**config.mk**
```make
export PLATFORM = sky130hd
export DESIGN_NAME = riscv_core_muldiv_issue
export DESIGN_NICKNAME = d
export VERILOG_FILES = /design/src/rtl/riscv_core_muldiv_issue.sv
export SDC_FILE = /design/constraint.sdc
export NUM_CORES = 1
export LEC_CHECK = 0
export ABC_AREA = 1
export CORE_AREA = 5 5 125 127
export DETAILED_ROUTE_END_ITERATION = 16
export DIE_AREA = 0 0 130 132
export PLACE_DENSITY = 0.86
export SETUP_SLACK_MARGIN = 0.2
export SYNTH_ARGS = -nofsm -noshare
export SYNTH_HDL_FRONTEND = slang
export SYNTH_SLANG_ARGS = --single-unit
export TNS_END_PERCENT = 10
```
**constraint.sdc**
```tcl
create_clock -name clk -period 4.3 [get_ports clk]
set_input_delay 0.645 -clock clk [delete_from_list [all_inputs] [get_ports clk]]
set_output_delay 0.645 -clock clk [all_outputs]
set_load 0.005 [all_outputs]
```
**src/rtl/riscv_core_muldiv_issue.sv**
```systemverilog
// Requester-side front end for the pipelined mul/div unit: issues ops, tracks
// in-flight destinations (tag FIFO + pending scoreboard) and buffers writeback.
module riscv_core_muldiv_issue #(
  parameter int DEPTH = 4
) (
  input  logic        clk,
  input  logic        reset,
  input  logic        issue_val,
  output logic        issue_rdy,
  input  logic [2:0]  issue_fn,
  input  logic [31:0] issue_a,
  input  logic [31:0] issue_b,
  input  logic [4:0]  issue_rd,
  output logic [2:0]  muldivreq_msg_fn,
  output logic [31:0] muldivreq_msg_a,
  output logic [31:0] muldivreq_msg_b,
  output logic        muldivreq_val,
  input  logic        muldivreq_rdy,
  input  logic [63:0] muldivresp_msg_result,
  input  logic        muldivresp_val,
  output logic        muldivresp_rdy,
  output logic        wb_val,
  input  logic        wb_rdy,
  output logic [4:0]  wb_rd,
  output logic [31:0] wb_data,
  input  logic [4:0]  sb_raddr0,
  input  logic [4:0]  sb_raddr1,
  output logic        sb_busy0,
  output logic        sb_busy1,
  output logic        busy,
  output logic        err
);

  localparam int AW = $clog2(DEPTH);
  localparam logic [AW:0] FULL_CNT = (AW+1)'(DEPTH);

  localparam logic [2:0] FN_MUL  = 3'd0;
  localparam logic [2:0] FN_DIV  = 3'd1;
  localparam logic [2:0] FN_DIVU = 3'd2;
  localparam logic [2:0] FN_REM  = 3'd3;
  localparam logic [2:0] FN_REMU = 3'd4;

  logic [2:0]    tag_fn [DEPTH];
  logic [4:0]    tag_rd [DEPTH];
  logic [AW-1:0] wptr, rptr;
  logic [AW:0]   count;
  logic [31:0]   pending, pending_nxt;

  logic fifo_full, fifo_empty, hz, go, resp_fire, pop, wb_fire;
  logic [2:0] head_fn;
  logic [4:0] head_rd;

  function automatic logic [31:0] sel_result(input logic [2:0] fn, input logic [63:0] r);
    case (fn)
      FN_MUL, FN_DIV, FN_DIVU: sel_result = r[31:0];
      FN_REM, FN_REMU:         sel_result = r[63:32];
      default:                 sel_result = 32'd0;
    endcase
  endfunction

  // Every channel uses valid/ready: a transfer happens on a clock edge where
  // both are high; the hazard uses registered pending, so a same-cycle
  // writeback never unblocks an issue to the same rd.
  assign fifo_full  = (count == FULL_CNT);
  assign fifo_empty = (count == '0);
  assign hz         = (issue_rd != 5'd0) && pending[issue_rd];

  assign muldivreq_msg_fn = issue_fn;
  assign muldivreq_msg_a  = issue_a;
  assign muldivreq_msg_b  = issue_b;
  assign muldivreq_val    = issue_val && !fifo_full && !hz;
  assign issue_rdy        = muldivreq_rdy && !fifo_full && !hz;
  assign go               = issue_val && issue_rdy;

  assign muldivresp_rdy = !wb_val || wb_rdy;
  assign resp_fire      = muldivresp_val && muldivresp_rdy;
  assign pop            = resp_fire && !fifo_empty;
  assign wb_fire        = wb_val && wb_rdy;

  assign head_fn = tag_fn[rptr];
  assign head_rd = tag_rd[rptr];

  assign sb_busy0 = (sb_raddr0 != 5'd0) && pending[sb_raddr0];
  assign sb_busy1 = (sb_raddr1 != 5'd0) && pending[sb_raddr1];
  assign busy     = !fifo_empty || wb_val;

  always_comb begin
    pending_nxt = pending;
    if (wb_fire) pending_nxt[wb_rd] = 1'b0;
    if (go && issue_rd != 5'd0) pending_nxt[issue_rd] = 1'b1;
  end

  always_ff @(posedge clk) begin
    if (go) begin
      tag_fn[wptr] <= issue_fn;
      tag_rd[wptr] <= issue_rd;
    end
  end

  always_ff @(posedge clk or negedge reset) begin
    if (!reset) begin
      wptr    <= '0;
      rptr    <= '0;
      count   <= '0;
      pending <= '0;
      wb_val  <= 1'b0;
      wb_rd   <= 5'd0;
      wb_data <= 32'd0;
      err     <= 1'b0;
    end else begin
      pending <= pending_nxt;
      if (go)  wptr <= wptr + 1'b1;
      if (pop) rptr <= rptr + 1'b1;
      case ({go, pop})
        2'b10:   count <= count + 1'b1;
        2'b01:   count <= count - 1'b1;
        default: count <= count;
      endcase
      // rd=0 results are discarded but still retire their FIFO slot in order.
      if (pop && head_rd != 5'd0) begin
        wb_val  <= 1'b1;
        wb_rd   <= head_rd;
        wb_data <= sel_result(head_fn, muldivresp_msg_result);
      end else if (wb_fire) begin
        wb_val <= 1'b0;
      end
      if (resp_fire && fifo_empty) err <= 1'b1;
    end
  end

endmodule

```
==> After elaboration in Yosys (flattened, before gate mapping) <==
Memory sizes are Yosys's and may differ from the RTL's.
Index checks and enable logic that the tools add are counted.
{ "op_classes": {"n_addsub": 4, "magnitude_cmp": 6, "n_eq_ne": 7, "mux": 18, "bitwise_logic": 3, "n_reduce_logical": 32} }
{ "op_table": {"columns": ["cell", "count"], "rows": [
  ["$mux W32", 2],
  ["$pmux W32 S2", 1],
  ["$and A32 B32 Y32", 1],
  ["$not A32 Y32", 1],
  ["$or A32 B32 Y32", 1],
  ["$lt A5 B6 Y1 const B", 4],
  ["$reduce_bool A5 Y1", 4],
  ["$logic_and A1 B1 Y1", 16],
  ["$bmux W1 S5", 3],
  ["$demux W1 S5", 2],
  ["$ge A5 B1 Y1 const B", 2],
  ["$mux W1", 9],
  ["$eq A3 B2 Y1 const B", 2],
  ["$eq A3 B3 Y1 const B", 2],
  ["$logic_not A3 Y1", 2],
  ["$pmux W3 S2", 1],
  ["$add A2 B1 Y2 const B", 2],
  ["$logic_not A1 Y1", 4],
  ["$reduce_bool A2 Y1", 2],
  ["$add A3 B1 Y3 const B", 1],
  ["$eq A3 B1 Y1 const B", 1],
  ["$reduce_or A3 Y1", 1],
  ["$sub A3 B1 Y3 const B", 1],
  ["$eq A2 B1 Y1 const B", 1],
  ["3 further kinds", 4]
]} }
{ "word_totals": {"reg_bits": 78, "mem_bits_rw": 32, "input_bits": 152, "out_inout_bits": 112, "wordCells": 80, "mem_count": 2} }
{ "mem_list": {"columns": ["name", "words", "width", "rd", "rd_ports_with_merged_regs", "write_ports", "line_no", "text"], "rows": [
  ["tag_rd", 4, 5, 1, 0, 1, "44", "logic [4:0] tag_rd [DEPTH];"],
  ["tag_fn", 4, 3, 1, 0, 1, "43", "logic [2:0] tag_fn [DEPTH];"]
]} }

==> Logic depth before layout (Yosys ltp) <==
Gate-level depths: netlist of run 1.
{ "depth": {"ltp_word": 9, "mapped_depth": 18, "depth_no_buf": 17} }

==> Worst setup path after synthesis of run 1 <==
OpenSTA, ideal clock, no wires.
{ "synth_timing": {"kind": "in2reg", "from": "input issue_rd[2]", "to": "register count[2]", "setup_time_ns": 0.131, "t_arrival_ns": 2.466, "required_time_ns": 4.169, "setup_slack_ns": 1.703, "cell_stages": 14, "n_path_buf": 0, "cell_sequence": "inv_1 -> nor3_1 -> nand2_1 -> nand2_1 -> inv_2 -> nand3_1 -> nand2_1 -> nand3_2 -> ha_1 -> inv_1 -> fa_1 -> a21oi_1 -> o21ai_0 -> xor2_1"} }
{ "synth_via": {"elab_chain_cells": 8, "elab_cells_between_ends": 11, "cone_classes": "eq/ne (2); mux (3); reduce/logical (6)"} }
{ "synth_lines": {"columns": ["item", "line_no", "text"], "rows": [
  ["start, declared", "13", "input logic [4:0] issue_rd,"],
  ["$bmux W1 S5", "66", "assign hz = (issue_rd != 5'd0) && pending[issue_rd];"],
  ["$mux W1 (not written as such)", "66", null],
  ["$logic_and A1 B1 Y1 *", "66", null],
  ["$logic_not A1 Y1 *", "72", "assign issue_rdy = muldivreq_rdy && !fifo_full && !hz;"],
  ["$logic_and A1 B1 Y1 *", "72", null],
  ["$logic_and A1 B1 Y1 *", "73", "assign go = issue_val && issue_rdy;"],
  ["$eq A2 B1 Y1 or $eq A2 B2 Y1 (tied branches)", "114", "case ({go, pop})"],
  ["$pmux W3 S2 or $reduce_bool A2 Y1 (tied branches)", null, null],
  ["end signal, assigned", "115", "2'b10: count <= count + 1'b1;"],
  ["end signal, assigned", "116", "2'b01: count <= count - 1'b1;"],
  ["end signal, assigned", "117", "default: count <= count;"],
  ["end, declared", "46", "logic [AW:0] count;"]
]} }
Every way passes the cells marked *; elsewhere a longest branch is shown, timed or not. The select of a mux whose other input is x is not followed.
A chain may end at the register's enable or synchronous reset.

==> Final worst setup path of run 1 <==
{ "layout_timing": {"from": "input issue_rd[2]", "to": "output muldivreq_val"} }
{ "layout_via": {"elab_chain_cells": 5, "elab_cells_between_ends": 6, "cone_classes": "mux (2); reduce/logical (4)"} }
{ "layout_lines": {"columns": ["item", "line_no", "text"], "rows": [
  ["$bmux W1 S5", "66", null],
  ["$mux W1 (not written as such)", "66", null],
  ["$logic_and A1 B1 Y1 *", "66", null],
  ["$logic_not A1 Y1 *", "71", "assign muldivreq_val = issue_val && !fifo_full && !hz;"],
  ["$logic_and A1 B1 Y1 *", "71", null],
  ["end, declared", "17", "output logic muldivreq_val,"]
]} }
Marked as above.

==> results.md, run 1 <==
- Post-CTS setup buffer count: 0
- Root buffer cell: clkbuf_16
- First-pass GRT wire length: 31.0 mm
- Core footprint: 0.0143 sq mm
- Setup TNS Final: 0 ns
- Most frequent CP cell: nand2_1
- Design Area, Final: 0.00811 sq mm
- Nets: 1092
- Clk slew on worst S/H paths: 0.08 ns
- H-tree depth: 3
- Total CTS buffers: 9
- Multi-input logic area: 0.00294 sq mm
- Post_cts resized: 0
- # diodes: 0
- RSZ-0062 raised after global routing: no
- Total Wirelength: 19.7 mm
- Startpoint Class: input pin
- Syn. warnings: 0
- Area delta synth->final: 19.7%
- Ports: 264
- Synthesized cell area: 0.00678 sq mm
- #FFs+latches synth: 110
- CTS sink cnt: 110
- EDFF count, synth: 32
- Leakage: 0.00372 uW
- Synth Instances: 875
- Area after DPL: 0.00781 sq mm
- Worst slew pin tran: 1.33 ns
- Overall Power: 4970 uW
- DR vias/cell: 5.41
- Grt total ovfl: 0
- Initial core utilization: 47.3%
- Hold Vio Cnt, Final: 0
- Post-synth top area share: 28.8%
- Setup Skew: 0.00572 ns
- FF-to-FF setup slack: 1.53 ns
- Top Metal Used: met4
- DIE WIDTH: 130 microns
- WL met2: 9.26 mm
- Avg Inst Size Synth: 7.74 sq um
- M1 wire length: 7.90 mm
- Crit path time final: 3.68 ns
- Async set or reset register ratio after synthesis: 70.9%
- Cts hold-fix bufs: 0
- Slew Limit Fails: 0
- Worst path max stage delay: 0.65 ns
- WL per Instance: 17.6 microns
- Relative slew margins: 10.5%
- Critical path type: in -> out
- Largest cells by area after synthesis: dfrtp_1 (29%), nand2_1 (18%), edfxtp_1 (14%), buf_4 (7.6%), o21bai_2 (5.0%)
- Sequential Area: 0.00291 sq mm
- Post-route antenna net violation count: 0
- Drt initial violations: 586
- GPL Wtd Cong: 0.972
- Worst Setup End Kind: output port
- Pwr dens: 612 mW/mm^2
- Fmax: 272 MHz
- Hold Crit Class: in -> async
- Final worst path period share: 85.5%
- Layout cell share with drive strength beyond 1: 8.52%
- Main flop type after synthesis: dfrtp_1
- Largest net degree at the start of global routing: 79
- Final HPWL DP: 14.1 mm
- Crit-path cells: clkdlybuf4s50_1, inv_1, nor3_1, buf_4, nand2_1, nand2_1, inv_2, nand3_1, nand2_1, nand2_1, nor2_1, clkdlybuf4s50_1
- Critical Path Fanout Max: 9
- Global Route Usage Sum: 22.9%
- Clock latency on the worst-skew pair: 0.35 ns
- Max-capacitance violation count: 0
- Die Y: 132 microns
- Bufs on Longest Clock Path: 2
- Required time worst endpoint: 3.65 ns
- Layout fillers: 1298
- Cell row count: 44
- Antenna violations before repair: 0
- Critical path endpoint: muldivreq_val
- Worst hold slack: 0.452 ns
- Slowest cell on crit path: clkdlybuf4s50_1
- Vias in the first global route: 5868
- Die Area: 0.0172 sq mm
- Port bufs: 135
- Setup WS post-layout: 0.623 ns
- Crit Reg-Reg Startpoint: rptr[0]
- Top cell type by total area after synthesis: dfrtp_1
- CP arrival: 3.03 ns
- Outcome: finished, final reports clean
- Maximum VDD drop: 0.288 mV
- Synth unique cells: 37
- Detailed-route via count: 6077
- Met3 wire len: 1.72 mm
- Reg2reg path depth: 11
- # DRC: 0
- Pre-CTS setup slack: 0.692 ns
- CTS tree: yes
- Synthesized Nets: 1033
- Register area share after synthesis: 43.0%
- R2r endpoint: wb_data[19]
- Crit path from: issue_rd[2]
- DR pass1 iterations: 6
- Setup violations, final: 0
[cells by family after synthesis]
kind of cell / Yosys count / share of synthesized area (%)
and+or+nand+nor: 440 / 26.3
buffers and inverters: 166 / 13.8
AOI/OAI and AO/OA: 150 / 15.4
DFF: 110 / 43.0
adders and majority gates: 6 / 1.22
xor gates and xnor gates: 3 / 0.388
[per-layer routing]
| metal | vias up | track usage (%) |
|---|---|---|
| li1 | 2893 | - |
| met1 | 2804 | 29.9 |
| met2 | 298 | 36.1 |
| met3 | 82 | 5.23 |
| met4 | 0 | 10.5 |
| met5 | - | 0 |
[worst min path at each step]
| stage | to | depth (start not counted) | from | slack, ns |
|---|---|---|---|---|
| after floorplan | count[0] | 0 | reset | 0.35 |
| after global placement | err | 1 | err | 0.45 |
| after detailed placement | err | 1 | err | 0.46 |
| after CTS | err | 1 | err | 0.47 |
| after global routing | err | 1 | err | 0.51 |
| final | count[1] | 1 | reset | 0.45 |
[per-stage QoR]
stage	utilization, %	cells
after detailed placement	54.6	1107
final	56.7	1123
after CTS	56.7	1123
after global routing	56.7	1123
after global placement	54.6	1107
after floorplan	-	875
[sequential cells by signal, summed over array words and instances (netlist names)]
signal / cells
wb_data: 32
wb_rd: 5
wb_val: 1
tag_fn: 12
wptr: 2
rptr: 2
tag_rd: 20
err: 1
pending: 32
count: 3
[cell type report]
cell class | instances | area share (%)
clock buffers | 11 | 3.13
clock inverters | 5 | 0.571
inverters | 61 | 2.82
multi-input cells | 599 | 36.3
flip-flops and latches | 110 | 35.9
well taps | 184 | 2.84
repair buffers | 153 | 18.5
[cells in the mapped netlist, types with 5 or more instances]
master,count
dfrtp_1,78
clkbuf_1,10
nor2_1,23
buf_2,22
nand2_1,331
nor3_1,23
edfxtp_1,32
o211ai_1,13
ha_1,5
o21ai_0,31
nand3_1,55
a21boi_0,14
a21oi_1,40
inv_1,51
buf_4,69
o21ai_1,12
o21bai_2,30
inv_2,10
[placed cells by master (no fill, tap or decap), types with 2 or more instances in the layout]
master / count
edfxtp_1: 32
clkbuf_16: 10
o211ai_1: 13
nand2_1: 331
dfrtp_1: 78
clkdlybuf4s50_1: 134
a31oi_1: 2
inv_1: 51
nor3_1: 23
o21ai_1: 11
inv_2: 10
nand4_1: 2
xor2_1: 2
nor2_1: 23
nand3_1: 55
o21bai_2: 30
inv_8: 2
o21ai_0: 31
a32o_1: 3
a21oi_1: 40
buf_4: 18
ha_1: 5
a21boi_0: 14
[power breakdown]
group	total [uW]	internal, uW	switching, uW	leakage [uW]
Combinational	2380	1020	1370	0.00234
Sequential	1740	1420	321	0.00123
Clock	844	441	403	0.000150
[worst max-delay path, delay by kind of cell]
kind | cells | cell delay (ns)
buffers and inverters | 5 | 1.52
and+or+nand+nor | 7 | 0.87
(Power assumes the default switching activity.)
==> run 2, diff against run 1 <==
--- a/config.mk
+++ b/config.mk
@@ -9,6 +9,7 @@
 export CORE_AREA = 5 5 125 127
 export DETAILED_ROUTE_END_ITERATION = 16
 export DIE_AREA = 0 0 130 132
+export GPL_TIMING_DRIVEN = 1
 export PLACE_DENSITY = 0.86
 export SETUP_SLACK_MARGIN = 0.2
 export SYNTH_ARGS = -nofsm -noshare
==> results of run 2 <==
No change in the layout: final DEF, timing and power equal those of run 1.
